==> src/rtl/port_rst_sequencer.sv <==
// -----------------------------------------------------------------------------
// port_rst_sequencer
//
// Per-port soft-reset sequencer for the port gasket. Turns a level reset
// request from each port's control CSR into a clean active-low reset for the
// downstream AFU. Before the reset is asserted, any TX A packet already in
// flight is allowed to finish, so the AFU never sees reset in the middle of a
// TLP. After the reset is released, new packet starts stay blocked for a
// short gap. Every port runs its own independent state machine.
//
// Per-port sequence: RUN -> DRAIN -> RESET -> HOLD -> RELEASE -> RUN.
// Coming out of rst_n every port starts in RESET, so it is held in reset for
// RESET_HOLD_CYCLES and then released if no request is pending.
//
// Optional feature (compile-time macro PORT_RST_DRAIN_TIMEOUT_EN):
//   defined   - DRAIN gives up after DRAIN_TIMEOUT_CYCLES with a packet still
//               open, forces the reset and raises the sticky drain_timeout_o.
//   undefined - DRAIN waits indefinitely, drain_timeout_o is tied to 0 and no
//               drain counter exists.
//
// Parameters:
//   PG_NUM_PORTS         number of independent AFU ports
//   RESET_HOLD_CYCLES    minimum cycles port_rst_n_o stays low (>= 1)
//   RELEASE_GAP_CYCLES   cycles tx_block_o stays high after release (>= 1)
//   DRAIN_TIMEOUT_CYCLES DRAIN limit before a forced reset (optional feature)
//
// Ports (all vectors are one bit per port):
//   clk               clock; all logic is synchronous to it
//   rst_n             asynchronous active-low reset
//   port_reset_req_i  level request from the port CSR, 1 = hold port in reset
//   tx_a_tvalid_i     TX A tvalid observed at the AFU boundary
//   tx_a_tready_i     TX A tready
//   tx_a_tlast_i      TX A tlast
//   port_rst_n_o      active-low reset to each AFU port (registered)
//   tx_block_o        1 = downstream gate refuses new packet starts (registered)
//   port_reset_ack_o  1 = port held in reset and request still high (registered)
//   drain_timeout_o   sticky flag: DRAIN hit the timeout (registered)
// -----------------------------------------------------------------------------
module port_rst_sequencer #(
    parameter int PG_NUM_PORTS         = 1,
    parameter int RESET_HOLD_CYCLES    = 64,
    parameter int RELEASE_GAP_CYCLES   = 8,
    parameter int DRAIN_TIMEOUT_CYCLES = 4096
) (
    input  logic                    clk,
    input  logic                    rst_n,
    input  logic [PG_NUM_PORTS-1:0] port_reset_req_i,
    input  logic [PG_NUM_PORTS-1:0] tx_a_tvalid_i,
    input  logic [PG_NUM_PORTS-1:0] tx_a_tready_i,
    input  logic [PG_NUM_PORTS-1:0] tx_a_tlast_i,
    output logic [PG_NUM_PORTS-1:0] port_rst_n_o,
    output logic [PG_NUM_PORTS-1:0] tx_block_o,
    output logic [PG_NUM_PORTS-1:0] port_reset_ack_o,
    output logic [PG_NUM_PORTS-1:0] drain_timeout_o
);

    localparam int HOLD_W = $clog2(RESET_HOLD_CYCLES + 1);
    localparam int GAP_W  = $clog2(RELEASE_GAP_CYCLES + 1);

    localparam logic [HOLD_W-1:0] HOLD_LAST = HOLD_W'(RESET_HOLD_CYCLES - 1);
    localparam logic [GAP_W-1:0]  GAP_LAST  = GAP_W'(RELEASE_GAP_CYCLES - 1);

    typedef enum logic [2:0] {
        ST_RUN,
        ST_DRAIN,
        ST_RESET,
        ST_HOLD,
        ST_RELEASE
    } state_e;

    // Reject parameter values that would make a counter compare never match.
    if (RESET_HOLD_CYCLES < 1 || RELEASE_GAP_CYCLES < 1 || DRAIN_TIMEOUT_CYCLES < 1) begin : g_param_check
        $error("port_rst_sequencer: cycle-count parameters must be >= 1");
    end

    for (genvar gi = 0; gi < PG_NUM_PORTS; gi++) begin : g_port
        state_e              state_q, state_d;
        logic                in_pkt_q, in_pkt_d;
        logic [HOLD_W-1:0]   hold_cnt_q, hold_cnt_d;
        logic [GAP_W-1:0]    gap_cnt_q, gap_cnt_d;
        logic                port_rst_n_q, port_rst_n_d;
        logic                tx_block_q, tx_block_d;
        logic                ack_q, ack_d;
        logic                beat;
        logic                drain_done;
        logic                drain_expired;

        assign beat = tx_a_tvalid_i[gi] & tx_a_tready_i[gi];

        // DRAIN may finish when no packet is open and nothing moves this
        // cycle, or when this cycle's beat closes the packet.
        assign drain_done = beat ? tx_a_tlast_i[gi] : ~in_pkt_q;

        always_comb begin
            state_d    = state_q;
            hold_cnt_d = hold_cnt_q;
            gap_cnt_d  = gap_cnt_q;
            in_pkt_d   = beat ? ~tx_a_tlast_i[gi] : in_pkt_q;

            case (state_q)
                ST_RUN: begin
                    if (port_reset_req_i[gi]) begin
                        state_d = ST_DRAIN;
                    end
                end
                // A request drop here does not abort: once draining has
                // started the full reset sequence always completes.
                ST_DRAIN: begin
                    if (drain_done || drain_expired) begin
                        state_d    = ST_RESET;
                        hold_cnt_d = '0;
                    end
                end
                ST_RESET: begin
                    if (hold_cnt_q == HOLD_LAST) begin
                        state_d = ST_HOLD;
                    end else if (hold_cnt_q != '1) begin
                        hold_cnt_d = hold_cnt_q + 1'b1;
                    end
                end
                ST_HOLD: begin
                    if (!port_reset_req_i[gi]) begin
                        state_d   = ST_RELEASE;
                        gap_cnt_d = '0;
                    end
                end
                // A request arriving here is serviced only after the gap,
                // from RUN, so the AFU always gets its full release gap.
                ST_RELEASE: begin
                    if (gap_cnt_q == GAP_LAST) begin
                        state_d = ST_RUN;
                    end else if (gap_cnt_q != '1) begin
                        gap_cnt_d = gap_cnt_q + 1'b1;
                    end
                end
                default: begin
                    state_d    = ST_RESET;
                    hold_cnt_d = '0;
                end
            endcase

            // The AFU is about to be reset: any partial packet is discarded.
            if (state_d == ST_RESET && state_q != ST_RESET) begin
                in_pkt_d = 1'b0;
            end

            // Outputs are registered from the next state so they change in
            // the same cycle the state does.
            port_rst_n_d = !(state_d == ST_RESET || state_d == ST_HOLD);
            tx_block_d   = (state_d != ST_RUN);
            ack_d        = (state_d == ST_HOLD) && port_reset_req_i[gi];
        end

        always_ff @(posedge clk or negedge rst_n) begin
            if (!rst_n) begin
                state_q      <= ST_RESET;
                in_pkt_q     <= 1'b0;
                hold_cnt_q   <= '0;
                gap_cnt_q    <= '0;
                port_rst_n_q <= 1'b0;
                tx_block_q   <= 1'b1;
                ack_q        <= 1'b0;
            end else begin
                state_q      <= state_d;
                in_pkt_q     <= in_pkt_d;
                hold_cnt_q   <= hold_cnt_d;
                gap_cnt_q    <= gap_cnt_d;
                port_rst_n_q <= port_rst_n_d;
                tx_block_q   <= tx_block_d;
                ack_q        <= ack_d;
            end
        end

        assign port_rst_n_o[gi]     = port_rst_n_q;
        assign tx_block_o[gi]       = tx_block_q;
        assign port_reset_ack_o[gi] = ack_q;

`ifdef PORT_RST_DRAIN_TIMEOUT_EN
        localparam int DRN_W = $clog2(DRAIN_TIMEOUT_CYCLES + 1);
        localparam logic [DRN_W-1:0] DRN_LAST = DRN_W'(DRAIN_TIMEOUT_CYCLES - 1);

        logic [DRN_W-1:0] drain_cnt_q, drain_cnt_d;
        logic             drain_timeout_q, drain_timeout_d;

        // The counter is parked at zero in RUN so DRAIN always starts fresh.
        assign drain_expired = (state_q == ST_DRAIN) && (drain_cnt_q == DRN_LAST);

        always_comb begin
            drain_cnt_d     = drain_cnt_q;
            drain_timeout_d = drain_timeout_q;
            if (state_q == ST_RUN) begin
                drain_cnt_d = '0;
            end else if (state_q == ST_DRAIN && drain_cnt_q != '1) begin
                drain_cnt_d = drain_cnt_q + 1'b1;
            end
            // Flag only a genuine timeout, not a drain that happened to
            // complete on the final counted cycle.
            if (drain_expired && !drain_done) begin
                drain_timeout_d = 1'b1;
            end else if (state_q == ST_RELEASE && state_d == ST_RUN) begin
                drain_timeout_d = 1'b0;
            end
        end

        always_ff @(posedge clk or negedge rst_n) begin
            if (!rst_n) begin
                drain_cnt_q     <= '0;
                drain_timeout_q <= 1'b0;
            end else begin
                drain_cnt_q     <= drain_cnt_d;
                drain_timeout_q <= drain_timeout_d;
            end
        end

        assign drain_timeout_o[gi] = drain_timeout_q;
`else
        assign drain_expired       = 1'b0;
        assign drain_timeout_o[gi] = 1'b0;
`endif
    end

endmodule

==> config.mk <==
export PLATFORM = sky130hd
export DESIGN_NAME = port_rst_sequencer
export DESIGN_NICKNAME = d
export VERILOG_FILES = /design/src/rtl/port_rst_sequencer.sv
export SDC_FILE = /design/constraint.sdc
export NUM_CORES = 1
export LEC_CHECK = 0
export CORE_UTILIZATION = 35
export DETAILED_ROUTE_END_ITERATION = 10
export PLACE_DENSITY = 0.56
export SYNTH_ARGS = -nofsm -noshare
export SYNTH_HDL_FRONTEND = slang
export SYNTH_SLANG_ARGS = --single-unit
==> constraint.sdc <==
create_clock -name clk -period 1.7 [get_ports clk]
set_input_delay 0.34 -clock clk [delete_from_list [all_inputs] [get_ports clk]]
set_output_delay 0.34 -clock clk [all_outputs]
set_load 0.01 [all_outputs]
# Yosys cells after proc, flatten, opt, wreduce, memory -nomap -nowiden
# Index checks and enable logic that the tools add are counted.
[totals]
reg_bits = 18
in_bits = 6
output_inout_bits = 4
elab_cells = 58
[classes]
addsub = 2
n_eq_ne = 17
mux = 17
n_bitwise = 4
n_reduce_logical = 11
[ops]
columns = ["cell", "count"]
rows = [
  ["7-bit 2-to-1 mux", 3],
  ["7-bit one-hot mux with 3 select lines", 1],
  ["3-bit 2-to-1 mux", 5],
  ["3-bit one-hot mux with 5 select lines", 1],
  ["3-bit by 2-bit equality test with 1-bit output, second input constant", 4],
  ["4-bit 2-to-1 mux", 3],
  ["2-bit != test, second input constant", 6],
  ["4-bit one-hot mux with 2 select lines", 1],
  ["4-bit AND reduction", 2],
  ["7-bit by 1-bit adder with 7-bit output, second input constant", 1],
  ["7-bit by 6-bit equality test with 1-bit output, second input constant", 1],
  ["7-bit != test, second input constant", 1],
  ["4-bit by 1-bit adder with 4-bit output, second input constant", 1],
  ["4-bit by 3-bit equality test with 1-bit output, second input constant", 1],
  ["4-bit != test, second input constant", 1],
  ["2-bit nonzero test", 2],
  ["3-bit by 1-bit equality test with 1-bit output, second input constant", 1],
  ["3-bit equality test, second input constant", 1],
  ["3-bit zero test", 1],
  ["1-bit 2-to-1 mux", 3],
  ["3-bit by 2-bit != test with 1-bit output, second input constant", 1],
  ["1-bit NOT", 3],
  ["3-bit nonzero test", 1],
  ["3-bit OR reduction", 1],
  ["other kinds (4)", 5],
]

# Logic depth before layout (Yosys ltp)
[logic_depth]
ltp_word = 7
ltp_mapped = 5
depth_no_buf = 5

# Worst setup path after synthesis
# Ideal clock, no wire load.
[synth_timing]
path_type = "register to register"
startpoint = "register g_port[0].state_q[1]"
endpoint = "register g_port[0].hold_cnt_q[5]"
setup_ns = 0.080
t_arrival_ns = 1.354
required_time_ns = 1.620
path_slack_ns = 0.266
path_stages_with_launch = 5
path_buffers = 0
synth_period_minus_slack_ns = 1.434
cell_sequence = "dfstp_2 nand2b_4 or2_4 or4_1 o211ai_2"
[synth_via]
elab_chain_len = 4
elab_cells_between_ends = 12
classes_between = "eq/ne (7); mux (1); bitwise (1); reduce/logical (3)"
[synth_rtl]
columns = ["item", "line_no", "source"]
rows = [
  ["from (decl)", "77", "state_e state_q, state_d;"],
  ["from (signal assigned)", "164", "state_q <= state_d;"],
  ["3-bit equality test, or another cell as far along", "100", "case (state_q)"],
  ["3-bit OR reduction (no line)", "--", ""],
  ["1-bit NOT (no line)", "--", ""],
  ["4-bit AND reduction (no line)", "--", ""],
  ["to (signal assigned)", "166", "hold_cnt_q <= hold_cnt_d;"],
  ["to (decl)", "79", "logic [HOLD_W-1:0] hold_cnt_q, hold_cnt_d;"],
]
# Several ways; a longest one is shown, not always the timed one.
# A chain may end at the register's enable or synchronous reset.

# Final worst setup path
# Same ends and word-level chain as after synthesis.

==> results.md <==
- R2R Path End: g_port[0].hold_cnt_q[5]
- Post-DP HPWL: 1210 um
- Setup violators final: 0
- Critical Path Source Type: flip-flop
- Pre-CTS WS: -247 ps
- Async SR Flop Fraction: 100%
- Leak Pwr: between 0.5 and 0.6 nW
- Root Buffer Master: clkbuf_4
- Vias in the first global route: 702
- Tmin final: 1540 ps
- Ys Warns: 0
- Critical path endpoint: g_port[0].hold_cnt_q[5]
- Gate Count Post-Synth: 86
- Boundary Pins: 10
- Final WL: 1640 um
- Clock Skew: 5.29 ps
- Post-synthesis cell type count: 37
- Multiplexer share of the synthesized area: 3.50%
- FF+latch count, synth: 18
- Post-CTS setup buffers: 0
- # rows: 17
- GR Overflow Total: 0
- Reg2reg start: g_port[0].state_q[1]
- Synth Area in XOR/XNOR: a little under 2%
- Fmax: 649 MHz
- Multi-input gate area: 414 um^2
- Cts bufs inserted: 3
- Clock slew at reported path FFs: ~110 ps
- Die extent in x: 52.6 um
- Non-Filler Cell Area, Final: ~1100 um^2
- Core Region: 2320 um^2
- Max Transition Viols Final: 0
- RSZ-0062 raised after global routing: no
- CP max FO: 7
- R2R Setup Slk: 160 ps
- Number of fill cells: 228
- Area grow syn2layout: 22.9%
- Nets: ~110
- Syn Area/Cell: 10.4 um^2
- Initial antenna violation count: 0
- Crit Path Class: reg -> reg
- Gpl congestion: 0.886
- Vias: 687
- Final ANT Viol Nets: 0
- DR pass1 iterations: 4
- Clk buf depth: 2
- Skew-Pair Late Insertion Delay: around 300 ps
- Starting Density: 38.6%
- Post-route DRC: 0
- Most common cell after layout, fill and taps aside: dfrtp_1
- Crit-path slowest cell: dfstp_2
- R2r worst-path depth: 4
- # H-tree levels: 1
- Simple-gate share of the synthesized area: 18.0%
- Routed WL per cell: ~12 um
- Cts hold-fix bufs: 0
- Outcome: complete, no violations
- Worst setup EP type: flip-flop
- Post-Route Utilization: 47.4%
- Buffers on Ports: 8
- PwrDens: 676 nW/um^2
- Synth Cell Area: 895 um^2
- Power Total: 744 uW
- Compound-Gate Fraction of Synth Area: between 10% and 20%
- Initial DRC Count: 6
- Sequential fraction of the synthesis area: between 50% and 60%
- Crit-path max cell delay: 640 ps
- Largest family of logic cells by synthesized area: compound AO/OA/AOI/OAI gates
- Vias per Instance: 5.20
- Setup WS post-layout: approximately 160 ps
- Largest net degree at the start of global routing: 13
- Critical Path AT: 1770 ps
- Die span in y: 52.6 um
- Layout cells sized above 1: 23.1%
- Most frequent cells in the layout: dfrtp_1 (16), buf_4 (8), clkdlybuf4s50_1 (7)
- Sink Count: 18
- Worst setup startpoint: g_port[0].state_q[1]
- EDFF count, synth: 0
- HP Class: in -> async
- Register Area: roughly 450 um^2
- DP Area: 1060 um^2
- CP Cell Sequence: nand2b_4 > or2_4 > or4_1 > o211ai_2
- Worst hold slack: 303 ps
- Adder-cell share of the synthesized area: 2.80%
- Max-cap violations: 0
- Commonest register cell after synthesis: dfrtp_1
- Max VDD drop: 0.429 mV
- Critical path data required time: 1930 ps
- TritonCTS clock tree: built
- Syn_nets: 94
- Total track usage: 14.6%
- Fin. Hold Viols: 0
- Period utilization: 90.6%
- Antenna diodes: 0
- First-pass GRT wire length: 2930 um
- Die ar.: 2760 um^2
## cells in the mapped netlist, drive strengths merged, types with 2 or more instances
master	n	area [um^2]
and3	3	18.8
dfstp	2	52.6
xnor2	2	17.5
dfrtp	16	400
mux2i	2	20.0
o21ai	4	20.0
o211ai	3	27.5
nand3	3	15.0
a31oi	3	18.8
nand2	6	22.5
buf	2	12.5
a211oi	2	15.0
ha	2	25.0
or2	3	21.3
nor2	6	22.5
nor3	2	10.0
o21bai	2	15.0
inv	6	22.5
a21oi	3	18.8
## worst max-delay path: cells and delay by family (launching register included)
| kind | cells | cell delay (ps) |
|---|---|---|
| AND/OR/NAND/NOR | 3 | 760 |
| flip-flops | 1 | 640 |
| AO/OA/AOI/OAI | 1 | 70 |
## metal layers
layer / share of wire (%) / GRT usage [%] / vias up
met3: 3.7 / 2.61 / 2
met1: 53 / 20.7 / 327
met4: 0.85 / 9.21 / 0
li1: - / - / 347
met5: 0 / 0 / -
met2: 42 / 20.3 / 11
## metrics by stage
step	instances	TNS (ps)
global route	132	0
finish	132	0
global placement	128	-831
CTS	132	0
floorplan	86	0
detailed placement	128	-1480
## worst min path at each step
stage | startpoint | endpoint | cells after the start
floorplan | rst_n | g_port[0].gap_cnt_q[0] | 0
global placement | g_port[0].hold_cnt_q[0] | g_port[0].hold_cnt_q[0] | 1
detailed placement | g_port[0].state_q[2] | g_port[0].state_q[0] | 1
CTS | rst_n | g_port[0].in_pkt_q | 1
global route | rst_n | g_port[0].in_pkt_q | 1
finish | rst_n | g_port[0].in_pkt_q | 1
## registers in the layout (all words and copies together), names as in the netlist
signal             flops
port_reset_ack_o       1
g_port.state_q         3
g_port.gap_cnt_q       4
port_rst_n_o           1
g_port.hold_cnt_q      7
tx_block_o             1
g_port.in_pkt_q        1
## power by group
group	switching (mW)	leakage, nW	internal (mW)	total (mW)
clock	0.142	0.0210	0.131	0.273
sequential	0.000741	0.179	0.431	0.432
combinational	0.0183	0.313	0.0206	0.0389
total	0.161	0.512	0.582	0.744
## logic make-up after synthesis
logic type      count (synthesis)
xor+xnor                        2
compound gates                 23
buf+inv                         8
simple gates                   29
other cells                     1
fa+ha+maj                       2
flops                          18
mux                             3
## layout make-up
| type | count | share of cell area [%] |
|---|---|---|
| inverters | 6 | 2.05 |
| multi-input cells | 60 | 37.7 |
| well taps | 28 | 3.19 |
| repair buffers | 16 | 12.6 |
| clock buffers | 4 | 3.30 |
| flip-flops and latches | 18 | 41.2 |
## what timing repair did
action / CTS / global route
setup endpoints to repair: 1 / 1
gates resized for setup: 1 / 1
pin swaps: 0 / 0
cloned: 0 / 0
Power figures use the tool's default switching activity.
